`src/rtl/hdlc_rx_monitor_if.sv`:
```
// Signal bundle between the HDLC Rx path and its run-time protocol monitor.
// The master side owns the observed strobes and controls; the slave side reports errors.
interface hdlc_rx_monitor_if #(
  parameter int unsigned CNT_W = 16
) ();
  logic             Rx;
  logic             Rx_FlagDetect;
  logic             Rx_AbortDetect;
  logic             Rx_AbortSignal;
  logic             Rx_ValidFrame;
  logic             Rx_EoF;
  logic             Rx_NewByte;
  logic             Rx_Overflow;
  logic [3:0]       CheckEn;
  logic             ClrErr;
  logic [3:0]       ErrPulse;
  logic [3:0]       ErrSticky;
  logic [CNT_W-1:0] ErrCnt;

  modport master (
    output Rx, Rx_FlagDetect, Rx_AbortDetect, Rx_AbortSignal, Rx_ValidFrame,
           Rx_EoF, Rx_NewByte, Rx_Overflow, CheckEn, ClrErr,
    input  ErrPulse, ErrSticky, ErrCnt
  );

  modport slave (
    input  Rx, Rx_FlagDetect, Rx_AbortDetect, Rx_AbortSignal, Rx_ValidFrame,
           Rx_EoF, Rx_NewByte, Rx_Overflow, CheckEn, ClrErr,
    output ErrPulse, ErrSticky, ErrCnt
  );
endinterface

```
`src/rtl/hdlc_rx_monitor.sv`:
```
// Passive run-time checker for the HDLC Rx path: flag detect, abort, end-of-frame and
// overflow timing. Violations give per-check pulses, sticky flags and a saturating count.
module hdlc_rx_monitor #(
  parameter int unsigned FLAG_LAT  = 2,
  parameter int unsigned MAX_BYTES = 128,
  parameter int unsigned OVF_LAT   = 1,
  parameter int unsigned CNT_W     = 16
) (
  input logic              Clk,
  input logic              Rst,
  hdlc_rx_monitor_if.slave mon
);

  localparam int unsigned BW = $clog2(MAX_BYTES + 2);
  localparam logic [BW-1:0] OvfCount = BW'(MAX_BYTES + 1);
  localparam logic [CNT_W-1:0] CntMax = {CNT_W{1'b1}};

  logic [7:0]          srQ, srD;
  logic [FLAG_LAT-1:0] flagPipeQ, flagPipeD;
  logic [FLAG_LAT:0]   flagShift;
  logic [OVF_LAT-1:0]  ovfPipeQ, ovfPipeD;
  logic [OVF_LAT:0]    ovfShift;
  logic                prevValidQ;
  logic                abortPendQ, abortPendD;
  logic                eofPendQ, eofPendD;
  logic [BW-1:0]       byteCntQ, byteCntD;
  logic                ovfArm;
  logic [3:0]          viol;
  logic [3:0]          pulseQ;
  logic [3:0]          stickyQ, stickyD;
  logic [CNT_W-1:0]    cntQ, cntD;
  logic [CNT_W+2:0]    cntSum;

  always_comb begin
    srD = {srQ[6:0], mon.Rx};

    // The flag expectation is keyed on the shift register value after this edge.
    flagShift = {flagPipeQ, srD == 8'b0111_1110};
    flagPipeD = flagShift[FLAG_LAT-1:0];

    abortPendD = mon.Rx_AbortDetect & mon.Rx_ValidFrame;
    eofPendD   = prevValidQ & ~mon.Rx_ValidFrame;

    byteCntD = byteCntQ;
    ovfArm   = 1'b0;
    if (mon.Rx_ValidFrame && !prevValidQ) begin
      byteCntD = '0;
    end
    // Saturating at MAX_BYTES+1 limits overflow expectations to one per frame.
    if (mon.Rx_NewByte && mon.Rx_ValidFrame && (byteCntD != OvfCount)) begin
      byteCntD = byteCntD + BW'(1);
      ovfArm   = (byteCntD == OvfCount);
    end
    ovfShift = {ovfPipeQ, ovfArm};
    ovfPipeD = ovfShift[OVF_LAT-1:0];

    viol[0] = flagPipeQ[FLAG_LAT-1] & ~mon.Rx_FlagDetect;
    viol[1] = abortPendQ & ~mon.Rx_AbortSignal;
    viol[2] = eofPendQ & ~mon.Rx_EoF;
    viol[3] = ovfPipeQ[OVF_LAT-1] & ~mon.Rx_Overflow;
    viol    = viol & mon.CheckEn;

    cntSum = {3'b000, cntQ} + (CNT_W+3)'(viol[0]) + (CNT_W+3)'(viol[1])
           + (CNT_W+3)'(viol[2]) + (CNT_W+3)'(viol[3]);

    // A clear in the same cycle as a violation wins over latching and counting it.
    if (mon.ClrErr) begin
      stickyD = '0;
      cntD    = '0;
    end else begin
      stickyD = stickyQ | viol;
      cntD    = (cntSum > {3'b000, CntMax}) ? CntMax : cntSum[CNT_W-1:0];
    end
  end

  always_ff @(posedge Clk) begin
    if (Rst) begin
      srQ        <= 8'hFF;
      flagPipeQ  <= '0;
      ovfPipeQ   <= '0;
      prevValidQ <= 1'b0;
      abortPendQ <= 1'b0;
      eofPendQ   <= 1'b0;
      byteCntQ   <= '0;
      pulseQ     <= '0;
      stickyQ    <= '0;
      cntQ       <= '0;
    end else begin
      srQ        <= srD;
      flagPipeQ  <= flagPipeD;
      ovfPipeQ   <= ovfPipeD;
      prevValidQ <= mon.Rx_ValidFrame;
      abortPendQ <= abortPendD;
      eofPendQ   <= eofPendD;
      byteCntQ   <= byteCntD;
      pulseQ     <= viol;
      stickyQ    <= stickyD;
      cntQ       <= cntD;
    end
  end

  assign mon.ErrPulse  = pulseQ;
  assign mon.ErrSticky = stickyQ;
  assign mon.ErrCnt    = cntQ;

endmodule

```
`src/flat_wrapper.sv`:
```
// flat-port wrapper written by rule: the top's interface ports become plain ports
module hdlc_rx_monitor_flat 
#(
  parameter int unsigned FLAG_LAT  = 2,
  parameter int unsigned MAX_BYTES = 128,
  parameter int unsigned OVF_LAT   = 1,
  parameter int unsigned CNT_W     = 16
)
  (Clk, Rst, mon_Rx, mon_Rx_FlagDetect, mon_Rx_AbortDetect, mon_Rx_AbortSignal, mon_Rx_ValidFrame, mon_Rx_EoF, mon_Rx_NewByte, mon_Rx_Overflow, mon_CheckEn, mon_ClrErr, mon_ErrPulse, mon_ErrSticky, mon_ErrCnt);
  hdlc_rx_monitor_if #(.CNT_W(CNT_W)) mon_i ();
  input logic Clk;
  input logic Rst;
  input wire logic [$bits(mon_i.Rx)-1:0] mon_Rx;
  input wire logic [$bits(mon_i.Rx_FlagDetect)-1:0] mon_Rx_FlagDetect;
  input wire logic [$bits(mon_i.Rx_AbortDetect)-1:0] mon_Rx_AbortDetect;
  input wire logic [$bits(mon_i.Rx_AbortSignal)-1:0] mon_Rx_AbortSignal;
  input wire logic [$bits(mon_i.Rx_ValidFrame)-1:0] mon_Rx_ValidFrame;
  input wire logic [$bits(mon_i.Rx_EoF)-1:0] mon_Rx_EoF;
  input wire logic [$bits(mon_i.Rx_NewByte)-1:0] mon_Rx_NewByte;
  input wire logic [$bits(mon_i.Rx_Overflow)-1:0] mon_Rx_Overflow;
  input wire logic [$bits(mon_i.CheckEn)-1:0] mon_CheckEn;
  input wire logic [$bits(mon_i.ClrErr)-1:0] mon_ClrErr;
  output wire logic [$bits(mon_i.ErrPulse)-1:0] mon_ErrPulse;
  output wire logic [$bits(mon_i.ErrSticky)-1:0] mon_ErrSticky;
  output wire logic [$bits(mon_i.ErrCnt)-1:0] mon_ErrCnt;
  assign mon_i.Rx = mon_Rx;
  assign mon_i.Rx_FlagDetect = mon_Rx_FlagDetect;
  assign mon_i.Rx_AbortDetect = mon_Rx_AbortDetect;
  assign mon_i.Rx_AbortSignal = mon_Rx_AbortSignal;
  assign mon_i.Rx_ValidFrame = mon_Rx_ValidFrame;
  assign mon_i.Rx_EoF = mon_Rx_EoF;
  assign mon_i.Rx_NewByte = mon_Rx_NewByte;
  assign mon_i.Rx_Overflow = mon_Rx_Overflow;
  assign mon_i.CheckEn = mon_CheckEn;
  assign mon_i.ClrErr = mon_ClrErr;
  assign mon_ErrPulse = mon_i.ErrPulse;
  assign mon_ErrSticky = mon_i.ErrSticky;
  assign mon_ErrCnt = mon_i.ErrCnt;
  hdlc_rx_monitor #(.FLAG_LAT(FLAG_LAT), .MAX_BYTES(MAX_BYTES), .OVF_LAT(OVF_LAT), .CNT_W(CNT_W)) u_core (.Clk(Clk), .Rst(Rst), .mon(mon_i));
endmodule
```
`config.mk`:
```
export PLATFORM = sky130hd
export DESIGN_NAME = hdlc_rx_monitor_flat
export DESIGN_NICKNAME = d
export VERILOG_FILES = /design/src/rtl/hdlc_rx_monitor_if.sv /design/src/rtl/hdlc_rx_monitor.sv /design/src/flat_wrapper.sv
export SDC_FILE = /design/constraint.sdc
export NUM_CORES = 1
export LEC_CHECK = 0
export CORE_MARGIN = 2
export CORE_UTILIZATION = 25
export CTS_BUF_LIST = sky130_fd_sc_hd__clkbuf_2 sky130_fd_sc_hd__clkbuf_4 sky130_fd_sc_hd__clkbuf_8
export DETAILED_ROUTE_END_ITERATION = 7
export PLACE_DENSITY = 0.43
export SLEW_MARGIN = 5
export SYNTH_ARGS = -nofsm -noshare
export SYNTH_HDL_FRONTEND = slang
export SYNTH_SLANG_ARGS = --single-unit
export TNS_END_PERCENT = 50
```
`constraint.sdc`:
```
create_clock -name Clk -period 7.7 [get_ports Clk]
set_input_delay 0.77 -clock Clk [delete_from_list [all_inputs] [get_ports Clk]]
set_output_delay 0.77 -clock Clk [all_outputs]
set_load 0.05 [all_outputs]
```
Yosys cells after proc, flatten, opt, wreduce, memory -nomap -nowiden --
Index checks and enable logic that the tools add are counted.
Storage, ports and cells: flip-flop bits (word level) 45, input port bits 15, output and inout port bits 24, logic and storage cells 42
Cells by class: $add $sub $neg 5, order comparisons 1, equality and inequality tests 3, mux-type cells 3, bitwise operators 14, reduce and logical (&&, ||, !) cells 6
Operators by type and width (number):
- 19-bit by 1-bit adder with 19-bit output | 3
- 19-bit by 16-bit greater-than comparator with 1-bit output (second input constant) | 1
- 16-bit by 1-bit adder with 17-bit output | 1
- 16-bit 2-to-1 mux | 1
- 8-bit 2-to-1 mux | 2
- 8-bit by 1-bit adder with 8-bit output (second input constant) | 1
- 8-bit by 7-bit equality test with 1-bit output (second input constant) | 1
- 8-bit equality test (second input constant) | 1
- 8-bit inequality test (second input constant) | 1
- 1-bit AND | 6
- 1-bit NOT | 6
- 4-bit AND | 1
- 4-bit bitwise OR | 1
- 2-bit OR reduction | 2
- 1-bit logical AND | 3
- 1-bit zero test | 1

Longest topological paths before layout --
word-level depth 9, mapped depth 14

Worst setup path after synthesis --
Ideal clock, no wire load.
path type input -> register, start in mon_CheckEn[0], end reg u_core.cntQ[8] (netlist: u_core.mon.ErrCnt[8]), library setup time 0.075 ns, data arrival time 3.577 ns, required time 7.625 ns, slack 4.048 ns, stages on the path 14, buffers on the path 1, path through and3b_1 ha_1 inv_1 fa_1 inv_1 ha_1 inv_1 fa_1 nand2b_1 a21oi_1 nand3_2 o41a_1 buf_6 a31oi_2
On the way: word-level cells in the longest chain between the ends 7
RTL lines:
- start, declared | RTL line flat_wrapper.sv:21 | input wire logic [$bits(mon_i.CheckEn)-1:0] mon_CheckEn;
- 4-bit AND (*) | RTL line hdlc_rx_monitor.sv:61 | viol = viol & mon.CheckEn;
- 16-bit by 1-bit adder with 17-bit output (*) | RTL line hdlc_rx_monitor.sv:63 | cntSum = {3'b000, cntQ} + (CNT_W+3)'(viol[0]) + (CNT_W+3)'(viol[1])
- 19-bit by 1-bit adder with 19-bit output (*) | RTL line hdlc_rx_monitor.sv:63
- 19-bit by 1-bit adder with 19-bit output (*) (2 in a row) | RTL line hdlc_rx_monitor.sv:64 | + (CNT_W+3)'(viol[2]) + (CNT_W+3)'(viol[3]);
- 19-bit by 16-bit greater-than comparator with 1-bit output | RTL line hdlc_rx_monitor.sv:72 | cntD = (cntSum > {3'b000, CntMax}) ? CntMax : cntSum[CNT_W-1:0];
- 16-bit 2-to-1 mux (*) | RTL line hdlc_rx_monitor.sv:72
- end signal, assigned | RTL line hdlc_rx_monitor.sv:98 | cntQ <= cntD;
- end, declared | RTL line hdlc_rx_monitor.sv:31 | logic [CNT_W-1:0] cntQ, cntD;
Mark *: on every way between the ends. The rest lies on a longest branch, timed or not. A chain may end at the register's enable or synchronous reset.

Final worst setup path --
start in mon_Rx_FlagDetect, end reg u_core.cntQ[12] (netlist: u_core.mon.ErrCnt[12])
On the way: word-level cells in the longest chain between the ends 9
RTL lines:
- start, declared | RTL line flat_wrapper.sv:14 | input wire logic [$bits(mon_i.Rx_FlagDetect)-1:0] mon_Rx_FlagDetect;
- 1-bit NOT (*) | RTL line hdlc_rx_monitor.sv:57 | viol[0] = flagPipeQ[FLAG_LAT-1] & ~mon.Rx_FlagDetect;
- 1-bit AND (*) | RTL line hdlc_rx_monitor.sv:57
- 4-bit AND (*) | RTL line hdlc_rx_monitor.sv:61
- net u_core.viol[0] | RTL line hdlc_rx_monitor.sv:28 | logic [3:0] viol;
- 16-bit by 1-bit adder with 17-bit output (*) | RTL line hdlc_rx_monitor.sv:63
- 19-bit by 1-bit adder with 19-bit output (*) | RTL line hdlc_rx_monitor.sv:63
- 19-bit by 1-bit adder with 19-bit output (*) (2 in a row) | RTL line hdlc_rx_monitor.sv:64
- 19-bit by 16-bit greater-than comparator with 1-bit output | RTL line hdlc_rx_monitor.sv:72
- 16-bit 2-to-1 mux (*) | RTL line hdlc_rx_monitor.sv:72
The timed path passes the listed nets; every way through them passes the cells marked *.

==> impl_metrics.toml <==
[logic_synthesis]
synth.cell_area_um2 = 2590
ys_ff_latch = 45
ys.flop_type = "dfxtp_1"
synthCells = 294
async_reset_ff_share_pct = 0
synth_edf_count = 0
yosysWarningCount = 0
yosysSeqAreaShare_pct = 34.8
synth.avg_cell_area_um2 = 8.81
synth_top_area_share_pct = 34.8
synthTopCellsByArea = "dfxtp_1 (35%), xnor2_1 (4.7%), xor2_1 (4.7%), nor2_1 (4.2%), ha_1 (3.4%)"
synth.distinct_cells = 60
syn_nets = 318
yosysTopAreaCell = "dfxtp_1"

[layout]
fin_nets = 351
multi_input_area_um2 = 1560
drive_gt1_share_pct = 11.6
layout.cells.non_filler = 463
layout_common_cells = "dfxtp_1 (45), clkdlybuf4s50_1 (38), nor2_1 (29), nand2_1 (21), inv_1 (15)"
area_growth_pct = 22.2
seq_area_um2 = 901
layout_commonest_cell = "dfxtp_1"
antenna_cells = 0
n_fill_cell = 1103

[cts]
cts-resized-gates = 0
ctsHoldBuffers = 0
cts_root_buf = "clkbuf_8"
cts_buffer_depth = 2
cts_buffers = 5
cts_num_sinks = 45
cts_tree = "yes"
cts_setup_buffers = 0
clk_pin_slew_ns = 0.09
insertion_delay_ns = 0.30
h-tree-depth = 2

[global_routing]
overflow = 0
grt_pass1_vias = 2069
grt_max_degree = 22
grt_pass1_wl_um = 10400
grtUsageTotal_pct = 11.6
antenna_found_initial = 0

[sta]
hold_viol_final = 0
min_period_over_period_pct = 55.3
rsz0062_at_grt = "no"
finClkSkew_ns = 0.0116
worst_slew_pin_slew_ns = 0.891
drv_slew = 0
setup-violations-final = 0
max_slew_margin_pct = 39.8
post-route-min-period_ns = 4.26
clock.fmax_ghz = 0.235
tns_ns = 0
setup_ws_ns = 3.44

[route]
ant_nets = 0
wl_per_cell_um = 13.7
first_pass_iters = 4
wirelength_um = 6370
drc = 0
drtIter0Drc = 53
avgViaCountPerCell = 4.67
vias = 2160

[worst_hold_path]
min-delay-start = "u_core.srQ[5]"
hold_path_end = "u_core.srQ[6]"
hold_depth = 1
hold_path.class = "flop to flop"

[critical_path]
worstSetupPathType = "input port to flop"
cp.arrival_ns = 4.47
rr_worst_depth = 13
worstPathMaxFanout = 13
r2r_end = "u_core.mon.ErrCnt[12]"
r2r_setup_slack_ns = 4.08
cp-startpoint = "mon_Rx_FlagDetect"
reg2reg_from = "u_core.flagPipeQ[1]"
required_ns = 7.92
startpoint_type = "input port"
end_kind = "flop"

[place]
gp_congestion = 0.753
dpl.hpwl_um = 4680
pre_cts_ws_ns = 3.12
dp_cells = 456
io_buffer_count = 38

[die]
initial_core_util_pct = 25.4
rows = 37
die_area_um2 = 11200
ioPinCount = 39
core-area_um2 = 10200
dieWidth_um = 106
die_h_um = 106

[power]
leakagePower_nw = 1.09
power.density_nw_per_um2 = 129
vdd_ir_drop_max_v = 0.0000664

[status]
status = "complete, no violations"

[run]
maxCapViolCount = 0
[report_power, final]
part	total (mW)	internal [mW]	switching (mW)
clock	0.151	0.0711	0.0802
sequential	0.236	0.235	0.00131
combinational	0.0208	0.0104	0.0104
total	0.408	0.316	0.0920
[worst max path at each step]
| stage | to | slack [ns] | cells past startpoint |
|---|---|---|---|
| after floorplan | u_core.mon.ErrCnt[8] | 4.05 | 14 |
| after global placement | u_core.mon.ErrCnt[12] | 3.18 | 14 |
| after detailed placement | u_core.mon.ErrCnt[12] | 3.12 | 14 |
| after CTS | u_core.mon.ErrCnt[12] | 3.43 | 14 |
| after global routing | u_core.mon.ErrCnt[12] | 3.17 | 14 |
| final | u_core.mon.ErrCnt[12] | 3.44 | 14 |
[worst max-delay path, cell delays in order]
cell and delay [ns]:
clkdlybuf4s50_1 0.44, and3b_1 0.20, ha_1 0.28, inv_1 0.04, fa_1 0.42, inv_1 0.06, ha_1 0.16, inv_1 0.06
fa_1 0.45, nand2b_1 0.17, a21oi_1 0.21, nand3_2 0.20, o41a_1 0.73, o211ai_1 0.29
[through the flow]
stage | util [%] | area, um2 | total power [mW] | hold slack [ns]
final | 31.1 | 3160 | 0.408 | 0.431
after global routing | 31.1 | 3160 | 0.425 | 0.457
after CTS | 31.1 | 3160 | 0.416 | 0.439
after detailed placement | 30.2 | 3070 | 0.263 | 0.425
after global placement | 30.2 | 3070 | 0.263 | 0.422
after floorplan | - | 2590 | 0.251 | 0.414
[routing by layer]
layer  share of wire (%)  wire length, um  global-route usage (%)  vias up
met5                   0                0                       0        -
met3                 3.1              199                    1.98        4
li1                    -                -                       -     1086
met4                0.94               60                    3.20        0
met1                  47             2990                    14.8     1042
met2                  49             3120                    20.0       28
[registers in the layout (all words and copies together), names as in the netlist]
register and count:
u_core.flagPipeQ 2, u_core.ovfPipeQ 1, u_core.srQ 7, u_core.mon.ErrCnt 16
u_core.mon.ErrPulse 4, u_core.eofPendQ 1, u_core.prevValidQ 1, u_core.abortPendQ 1
u_core.mon.ErrSticky 4, u_core.byteCntQ 8
[logic make-up (layout without fill, tap and decap cells)]
family / Yosys count / in the layout / share of synthesized area, %
simple gates: 137 / 137 / 31.6
mux: 1 / 1 / 0.387
buf+inv: 28 / 61 / 5.03
compound gates: 45 / 45 / 13.2
fa+ha+maj: 9 / 9 / 4.93
xor+xnor: 29 / 29 / 10.1
flops: 45 / 45 / 34.8
[cell usage after synthesis, drive strengths merged, types with 2 or more instances]
| cell type | number |
|---|---|
| a21oi | 20 |
| a31oi | 2 |
| a41oi | 2 |
| and2 | 4 |
| and2b | 2 |
| and3 | 2 |
| and3b | 2 |
| buf | 8 |
| clkbuf | 5 |
| dfxtp | 45 |
| fa | 2 |
| ha | 7 |
| inv | 15 |
| nand2 | 22 |
| nand2b | 3 |
| nand3 | 13 |
| nand3b | 6 |
| nand4 | 9 |
| nand4b | 6 |
| nor2 | 29 |
| nor2b | 6 |
| nor3 | 9 |
| nor3b | 4 |
| nor4 | 7 |
| o211ai | 2 |
| o21ai | 5 |
| or2 | 8 |
| or3 | 2 |
| or4 | 2 |
| xnor2 | 14 |
| xor2 | 15 |
[layout make-up]
class / instances / share of cell area (%)
flip-flops and latches: 45 / 28.5
repair buffers: 39 / 12.3
inverters: 15 / 1.78
multi-input cells: 221 / 49.2
clock buffers: 6 / 2.61
well taps: 136 / 5.38
clock inverters: 1 / 0.237
Note: power is estimated with default switching activity, not from simulation.
